$ cat src/rtl/circ_buf_ptr_ctrl.sv
// circ_buf_ptr_ctrl
// Pointer and occupancy controller for a circular buffer that takes
// WRITE_SIZE rows per accepted write and gives READ_SIZE rows per accepted
// read. DEPTH need not be a power of two; every wrap is done with an
// explicit compare-and-subtract.
// Optional feature macro: CIRC_BUF_ERR_STICKY_EN. When it is defined, err is
// a sticky flag that records any request made while its side was blocked.
// When it is undefined, err is tied low.
module circ_buf_ptr_ctrl #(
  parameter int DEPTH      = 8,
  parameter int WRITE_SIZE = 2,
  parameter int READ_SIZE  = 1,
  localparam int PW = $clog2(DEPTH),
  localparam int CW = $clog2(DEPTH + 1)
) (
  input  logic             clk,
  input  logic             rst,
  input  logic             wr_req,
  output logic             wr_ack,
  output logic [DEPTH-1:0] wr_en,
  input  logic             rd_req,
  output logic             rd_ack,
  output logic [DEPTH-1:0] rd_sel,
  output logic [PW-1:0]    wr_ptr,
  output logic [PW-1:0]    rd_ptr,
  output logic [CW-1:0]    count,
  output logic             full,
  output logic             empty,
  output logic             err
);

  // Pointer-domain constants. They are one bit wider than a pointer so that
  // a pointer plus a step, or a row index plus DEPTH, never overflows.
  localparam logic [PW:0] DEPTH_P = (PW + 1)'(DEPTH);
  localparam logic [PW:0] WS_P    = (PW + 1)'(WRITE_SIZE);
  localparam logic [PW:0] RS_P    = (PW + 1)'(READ_SIZE);

  // Count-domain constants. They are one bit wider than count so that the
  // add and subtract below cannot wrap.
  localparam logic [CW:0] WS_C    = (CW + 1)'(WRITE_SIZE);
  localparam logic [CW:0] RS_C    = (CW + 1)'(READ_SIZE);
  localparam logic [CW:0] FULL_TH = (CW + 1)'(DEPTH - WRITE_SIZE);

  logic [PW:0] wr_sum;
  logic [PW:0] rd_sum;
  logic [PW:0] wr_wrap;
  logic [PW:0] rd_wrap;
  logic [CW:0] count_next;

  // Builds a mask of `span` consecutive rows starting at `base`, wrapping
  // modulo DEPTH. Each row's distance from base is compared with the span.
  // This avoids variable bit indexing, which would break for non-power-of-2
  // depths.
  function automatic logic [DEPTH-1:0] row_mask(input logic [PW-1:0] base,
                                                input logic [PW:0]   span);
    logic [DEPTH-1:0] mask;
    logic [PW:0]      row;
    logic [PW:0]      off;
    mask = '0;
    for (int j = 0; j < DEPTH; j++) begin
      row = (PW + 1)'(j);
      if (row >= {1'b0, base}) begin
        off = row - {1'b0, base};
      end else begin
        off = row + DEPTH_P - {1'b0, base};
      end
      mask[j] = (off < span);
    end
    return mask;
  endfunction

  // Status flags and handshakes. Only the registered count is used here, and
  // reset blocks acceptance.
  always_comb begin
    full   = ({1'b0, count} > FULL_TH);
    empty  = ({1'b0, count} < RS_C);
    wr_ack = wr_req & ~full & ~rst;
    rd_ack = rd_req & ~empty & ~rst;
  end

  // Row enables for the buffer array. They are all zero unless that side was
  // accepted.
  always_comb begin
    wr_en  = '0;
    rd_sel = '0;
    if (wr_ack) begin
      wr_en = row_mask(wr_ptr, WS_P);
    end
    if (rd_ack) begin
      rd_sel = row_mask(rd_ptr, RS_P);
    end
  end

  // Next pointer and occupancy values. A single subtract is enough for the
  // wrap because a pointer is below DEPTH and a step is at most DEPTH.
  always_comb begin
    wr_sum  = {1'b0, wr_ptr} + WS_P;
    rd_sum  = {1'b0, rd_ptr} + RS_P;
    wr_wrap = (wr_sum >= DEPTH_P) ? (wr_sum - DEPTH_P) : wr_sum;
    rd_wrap = (rd_sum >= DEPTH_P) ? (rd_sum - DEPTH_P) : rd_sum;
    count_next = {1'b0, count}
               + (wr_ack ? WS_C : '0)
               - (rd_ack ? RS_C : '0);
  end

  // State registers. Reset discards everything held in the buffer.
  always_ff @(posedge clk) begin
    if (rst) begin
      wr_ptr <= '0;
      rd_ptr <= '0;
      count  <= '0;
    end else begin
      if (wr_ack) begin
        wr_ptr <= wr_wrap[PW-1:0];
      end
      if (rd_ack) begin
        rd_ptr <= rd_wrap[PW-1:0];
      end
      count <= count_next[CW-1:0];
    end
  end

`ifdef CIRC_BUF_ERR_STICKY_EN
  // Sticky protocol error. It is set by a request made against a full or
  // empty buffer, and only reset clears it.
  always_ff @(posedge clk) begin
    if (rst) begin
      err <= 1'b0;
    end else if ((wr_req & full) | (rd_req & empty)) begin
      err <= 1'b1;
    end
  end
`else
  assign err = 1'b0;
`endif

endmodule
$ cat config.mk
export PLATFORM = sky130hd
export DESIGN_NAME = circ_buf_ptr_ctrl
export DESIGN_NICKNAME = d
export VERILOG_FILES = /design/src/rtl/circ_buf_ptr_ctrl.sv
export SDC_FILE = /design/constraint.sdc
export NUM_CORES = 1
export LEC_CHECK = 0
export BUFFER_PORTS_ARGS = -buffer_cell sky130_fd_sc_hd__buf_4
export CAP_MARGIN = 40
export CORE_MARGIN = 2
export CORE_UTILIZATION = 49
export CTS_CLUSTER_DIAMETER = 150
export DETAILED_ROUTE_END_ITERATION = 10
export PLACE_DENSITY = 0.77
export SYNTH_ARGS = -nofsm -noshare
export SYNTH_HDL_FRONTEND = slang
export SYNTH_SLANG_ARGS = --single-unit
$ cat constraint.sdc
create_clock -name clk -period 2.7 [get_ports clk]
set_input_delay 0.405 -clock clk [delete_from_list [all_inputs] [get_ports clk]]
set_output_delay 0.405 -clock clk [all_outputs]
set_load 0.05 [all_outputs]
# [After elaboration in Yosys (flattened, before gate mapping)]
# Cells that the tools add are included.
[word_totals] word_cells=116 register_bits=10
[op_classes] muxes=36 n_bitwise=7 n_addsub=36 order_cmp=34
[op_table] operator="$mux W4" n=30
[op_table] operator="$sub A4 B3 Y4 const A" n=14
[op_table] operator="$lt A4 B1 Y1 const B" n=9
[op_table] operator="$lt A4 B2 Y1 const B" n=8
[op_table] operator="$sub A3 B3 Y4 const A" n=8
[op_table] operator="$ge A3 B3 Y1 const A" n=6
[op_table] operator="$mux W8" n=2
[op_table] operator="$sub A1 B3 Y4 const A" n=4
[op_table] operator="$sub A2 B3 Y4 const A" n=4
[op_table] operator="$ge A1 B3 Y1 const A" n=4
[op_table] operator="$ge A2 B3 Y1 const A" n=4
[op_table] operator="$ge A4 B4 Y1 const B" n=2
[op_table] operator="$mux W3" n=2
[op_table] operator="$sub A3 B1 Y3 const B" n=2
[op_table] operator="$add A3 B1 Y4 const B" n=1
[op_table] operator="$add A3 B2 Y4 const B" n=1
[op_table] operator="$add A4 B2 Y4" n=1
[op_table] operator="$and A1 B1 Y1" n=4
[op_table] operator="$gt A4 B3 Y1 const B" n=1
[op_table] operator="$sub A4 B1 Y4" n=1
[op_table] operator="$not A1 Y1" n=3
[op_table] operator="$mux W2" n=1
[op_table] operator="$mux W1" n=1

# [Longest topological paths before layout]
[depth] depth_word=7 mapped_depth=12 mapped_depth_nobuf=12

# [Worst setup path before layout]
# No wires, ideal clock.
[synth_timing] path_kind="reg2out" startpoint="reg count[2]" endpoint="out rd_sel[0]" arrival_ns=3.284 setup_slack_ns=-0.989 path_buffers=0 required_ns=2.295 stages_incl_launch_ff=7 path_cell_list="dfxtp_1 > inv_1 > ha_1 > or3b_4 > inv_2 > or3_4 > nor4_1"
[synth_via] elab_chain_len=5
[synth_rtl] element="from (decl)" line="26" text="output logic [CW-1:0] count,"
[synth_rtl] element="from (signal assigned)" line="119" text="count <= count_next[CW-1:0];"
[synth_rtl] element="$lt A4 B1 Y1" line="76" text="empty = ({1'b0, count} < RS_C);"
[synth_rtl] element="net empty" line="28" text="output logic empty,"
[synth_rtl] element="$not A1 Y1" line="78" text="rd_ack = rd_req & ~empty & ~rst;"
[synth_rtl] element="$and A1 B1 Y1 (2 in series)" line="78"
[synth_rtl] element="$mux W8" line="89" text="if (rd_ack) begin"
[synth_rtl] element="to (decl)" line="23" text="output logic [DEPTH-1:0] rd_sel,"
# The timed path passes the listed nets, and every way through them passes these cells.

# [Worst setup path after layout]
[layout_timing] startpoint="reg rd_ptr[1]" endpoint="out rd_sel[2]"
[layout_via] elab_chain_len=5 word_cells_on_any_way=7 classes_between="add/sub (2); order compare (2); mux (3)"
[layout_rtl] element="from (decl)" line="25" text="output logic [PW-1:0] rd_ptr,"
[layout_rtl] element="from (signal assigned)" line="117" text="rd_ptr <= rd_wrap[PW-1:0];"
[layout_rtl] element="$sub A4 B3 Y4, or another cell as far along" line="65" text="off = row + DEPTH_P - {1'b0, base};"
[layout_rtl] element="$mux W4 (*)" line="62" text="if (row >= {1'b0, base}) begin"
[layout_rtl] element="$mux W4 (*)" line="89"
[layout_rtl] element="$lt A4 B1 Y1 (*)" line="67" text="mask[j] = (off < span);"
[layout_rtl] element="$mux W8 (*)" line="89"
# Mark *: on every way between the ends. The rest lies on a longest branch, timed or not. The select of a mux whose other input is x is not followed.

==> metrics.txt <==
Final TNS setup=0 ps; I/O pin count=35; layout cells sized above 1=0.457; grt met2 use=0.324; fmax=389 MHz; Seq cells post-synth=9; CTS sink cnt=9; Routed Antenna Nets=0; routed len/inst=11.8 um; commonest non-fill, non-tap cells in the layout=buf_4, ha_1, inv_1; Post-synth top flop=dfxtp_1; routability congestion estimate=0.791; Mapped Cells=108; CTS tree=built; initial drt markers=4; CTS root buffer=clkbuf_4; Hold Vio Cnt, Final=0; Nets=170; H-tree depth=1; Synth Cell Area=991 sq um; Crit-path slowest cell=or4_4; Initial Util=0.510; clock skew=3.37 ps; Worst path most repeated cell=ha_1; CP Max Fanout=9; Final Worst Setup Slack=132 ps; crit-path cells=ha_1 > inv_1 > ha_1 > or4_4 > a2111oi_4 > buf_6; status=completed; first-pass GRT wire length=3.35 mm; Hold Path Class=input pin to register; Worst setup SP type=register; TritonCTS Buffers=3; number of antenna diodes=0; GR Util met3=0.0307; Rows=16; via total after detailed routing=801; Setup CP Type=register to output pin; Tcrit/Tclk final=0.951; Post-synth EDFFs=0; DRC=0; gr usage total=0.175; Clock Latency Late Sink=260 ps; WL final=1.97 mm; dpl ws=154 ps; vias in the first global route=796; CP required=2300 ps; clk buf depth=2; worst vdd ir=0.649 mV; DIE AREA=0.00240 sq mm; Worst EP arrival=2160 ps; Max stage delay on crit path=530 ps; Buffers on Ports=32; RSZ-0062 raised after global routing=false; max-cap violations=0; GR Util met1=0.202; largest net degree at the start of global routing=13; kind of end point of the critical path=output pin; Avg Cell Area, Syn=9.18 sq um; Pwr Density=949 mW/mm^2; die width=49.0 um; GRT overflow=0; HPWL Detailed=1.64 mm; Seq/Total Area, Yosys=0.182; Core ar.=0.00194 sq mm; fin crit period=2570 ps; Ys Warns=0; commonest non-fill, non-tap cell in the layout=buf_4; initial antenna violation count=0; gr busiest metal=met2; TritonRoute pass-1 iters=4; Setup Viol. Count Final=0; Reg clk slew, reported paths=60 ps; LEAKAGE=0.655 nW; Layout area overhead=33.5%; synth unique cells=36; Async SR Flop Fraction=0; mean number of vias per cell=4.80; Die H=49.0 um; max-slew violation count=0
per-stage QoR:
stage                     total power, mW  hold slack (ps)  cell area, sq um  instances   util
after CTS                            1.26              354              1310        166  0.676
final                                1.26              360              1320        167  0.681
after floorplan                     0.928              504              1050        109      -
after global placement               1.12              512              1280        162  0.660
after global routing                 1.35              357              1320        167  0.681
after detailed placement             1.15              523              1280        162  0.660
final timing paths:
path	slack, ps	from	cells after the start	to
hold reg to reg	520	wr_ptr[1]$_SDFFE_PP0P_	1	wr_ptr[1]$_SDFFE_PP0P_
hold / removal	360	rd_req	2	rd_ptr[2]$_SDFFE_PP0P_
setup / recovery	130	rd_ptr[1]$_SDFFE_PP0P_	6	rd_sel[2]
setup reg to reg	150	count[2]$_SDFF_PP0_	11	count[2]$_SDFF_PP0_
state kept, by name (all words and copies together) (netlist names):
name / flops
count: 4
rd_ptr: 3
wr_ptr: 2
logic make-up (layout without fill, tap and decap cells):
group,Yosys count,in the layout,synth area share
buffers and inverters,26,57,0.122
flip-flops,9,9,0.182
other,1,2,0.00378
AO/OA/AOI/OAI,12,12,0.0998
AND/OR/NAND/NOR,30,30,0.217
adder cells (fa/ha/maj),25,25,0.323
XOR/XNOR,3,3,0.0265
multiplexers,2,2,0.0252
worst max-delay path, delay by kind of cell, from the launching register on:
family | cells | cell delay [ps]
flip-flops | 1 | 400
adder cells (fa/ha/maj) | 2 | 380
AND/OR/NAND/NOR | 1 | 530
buffers and inverters | 2 | 280
AO/OA/AOI/OAI | 1 | 320
per-layer routing:
layer	up-vias	share of wire
met1	366	0.45
met3	5	0.029
li1	414	-
met5	-	0
met2	16	0.51
met4	0	0.014
repair_timing:
item                                   CTS  global route
buffers inserted                         0             1
hold buffers                             0             0
setup endpoints to repair                1             1
gates cloned                             0             0
resized for setup                        1             1
pin swaps                                0             1
endpoints found under the hold margin    0             0
synth_stat cells (2+ instances only):
cell	number	area, sq um
xor2_1	2	17.5
a21oi_1	4	20.0
nand2b_1	3	18.8
nor2b_1	4	25.0
nor2_1	3	11.3
and3_1	2	12.5
o21ai_0	2	10.0
ha_1	24	300
nand3_1	2	10.0
buf_4	6	45.0
inv_2	2	7.51
a21boi_0	2	15.0
and2_1	5	31.3
inv_1	17	63.8
dfxtp_1	9	180
layout make-up:
cell class / instances / area (sq um)
fillers: 173 / 619
clock buffers: 4 / 26.3
multi-input cells: 74 / 732
well taps: 27 / 33.8
inverters: 19 / 71.3
flip-flops and latches: 9 / 200
repair buffers: 34 / 259
power by group:
part / leakage (nW) / internal [mW] / total [mW] / switching, mW
registers: 0.0779 / 0.191 / 0.255 / 0.0642
logic: 0.562 / 0.319 / 0.896 / 0.577
clock network: 0.0150 / 0.0570 / 0.104 / 0.0474
total: 0.655 / 0.567 / 1.26 / 0.689
(Power assumes the default switching activity.)
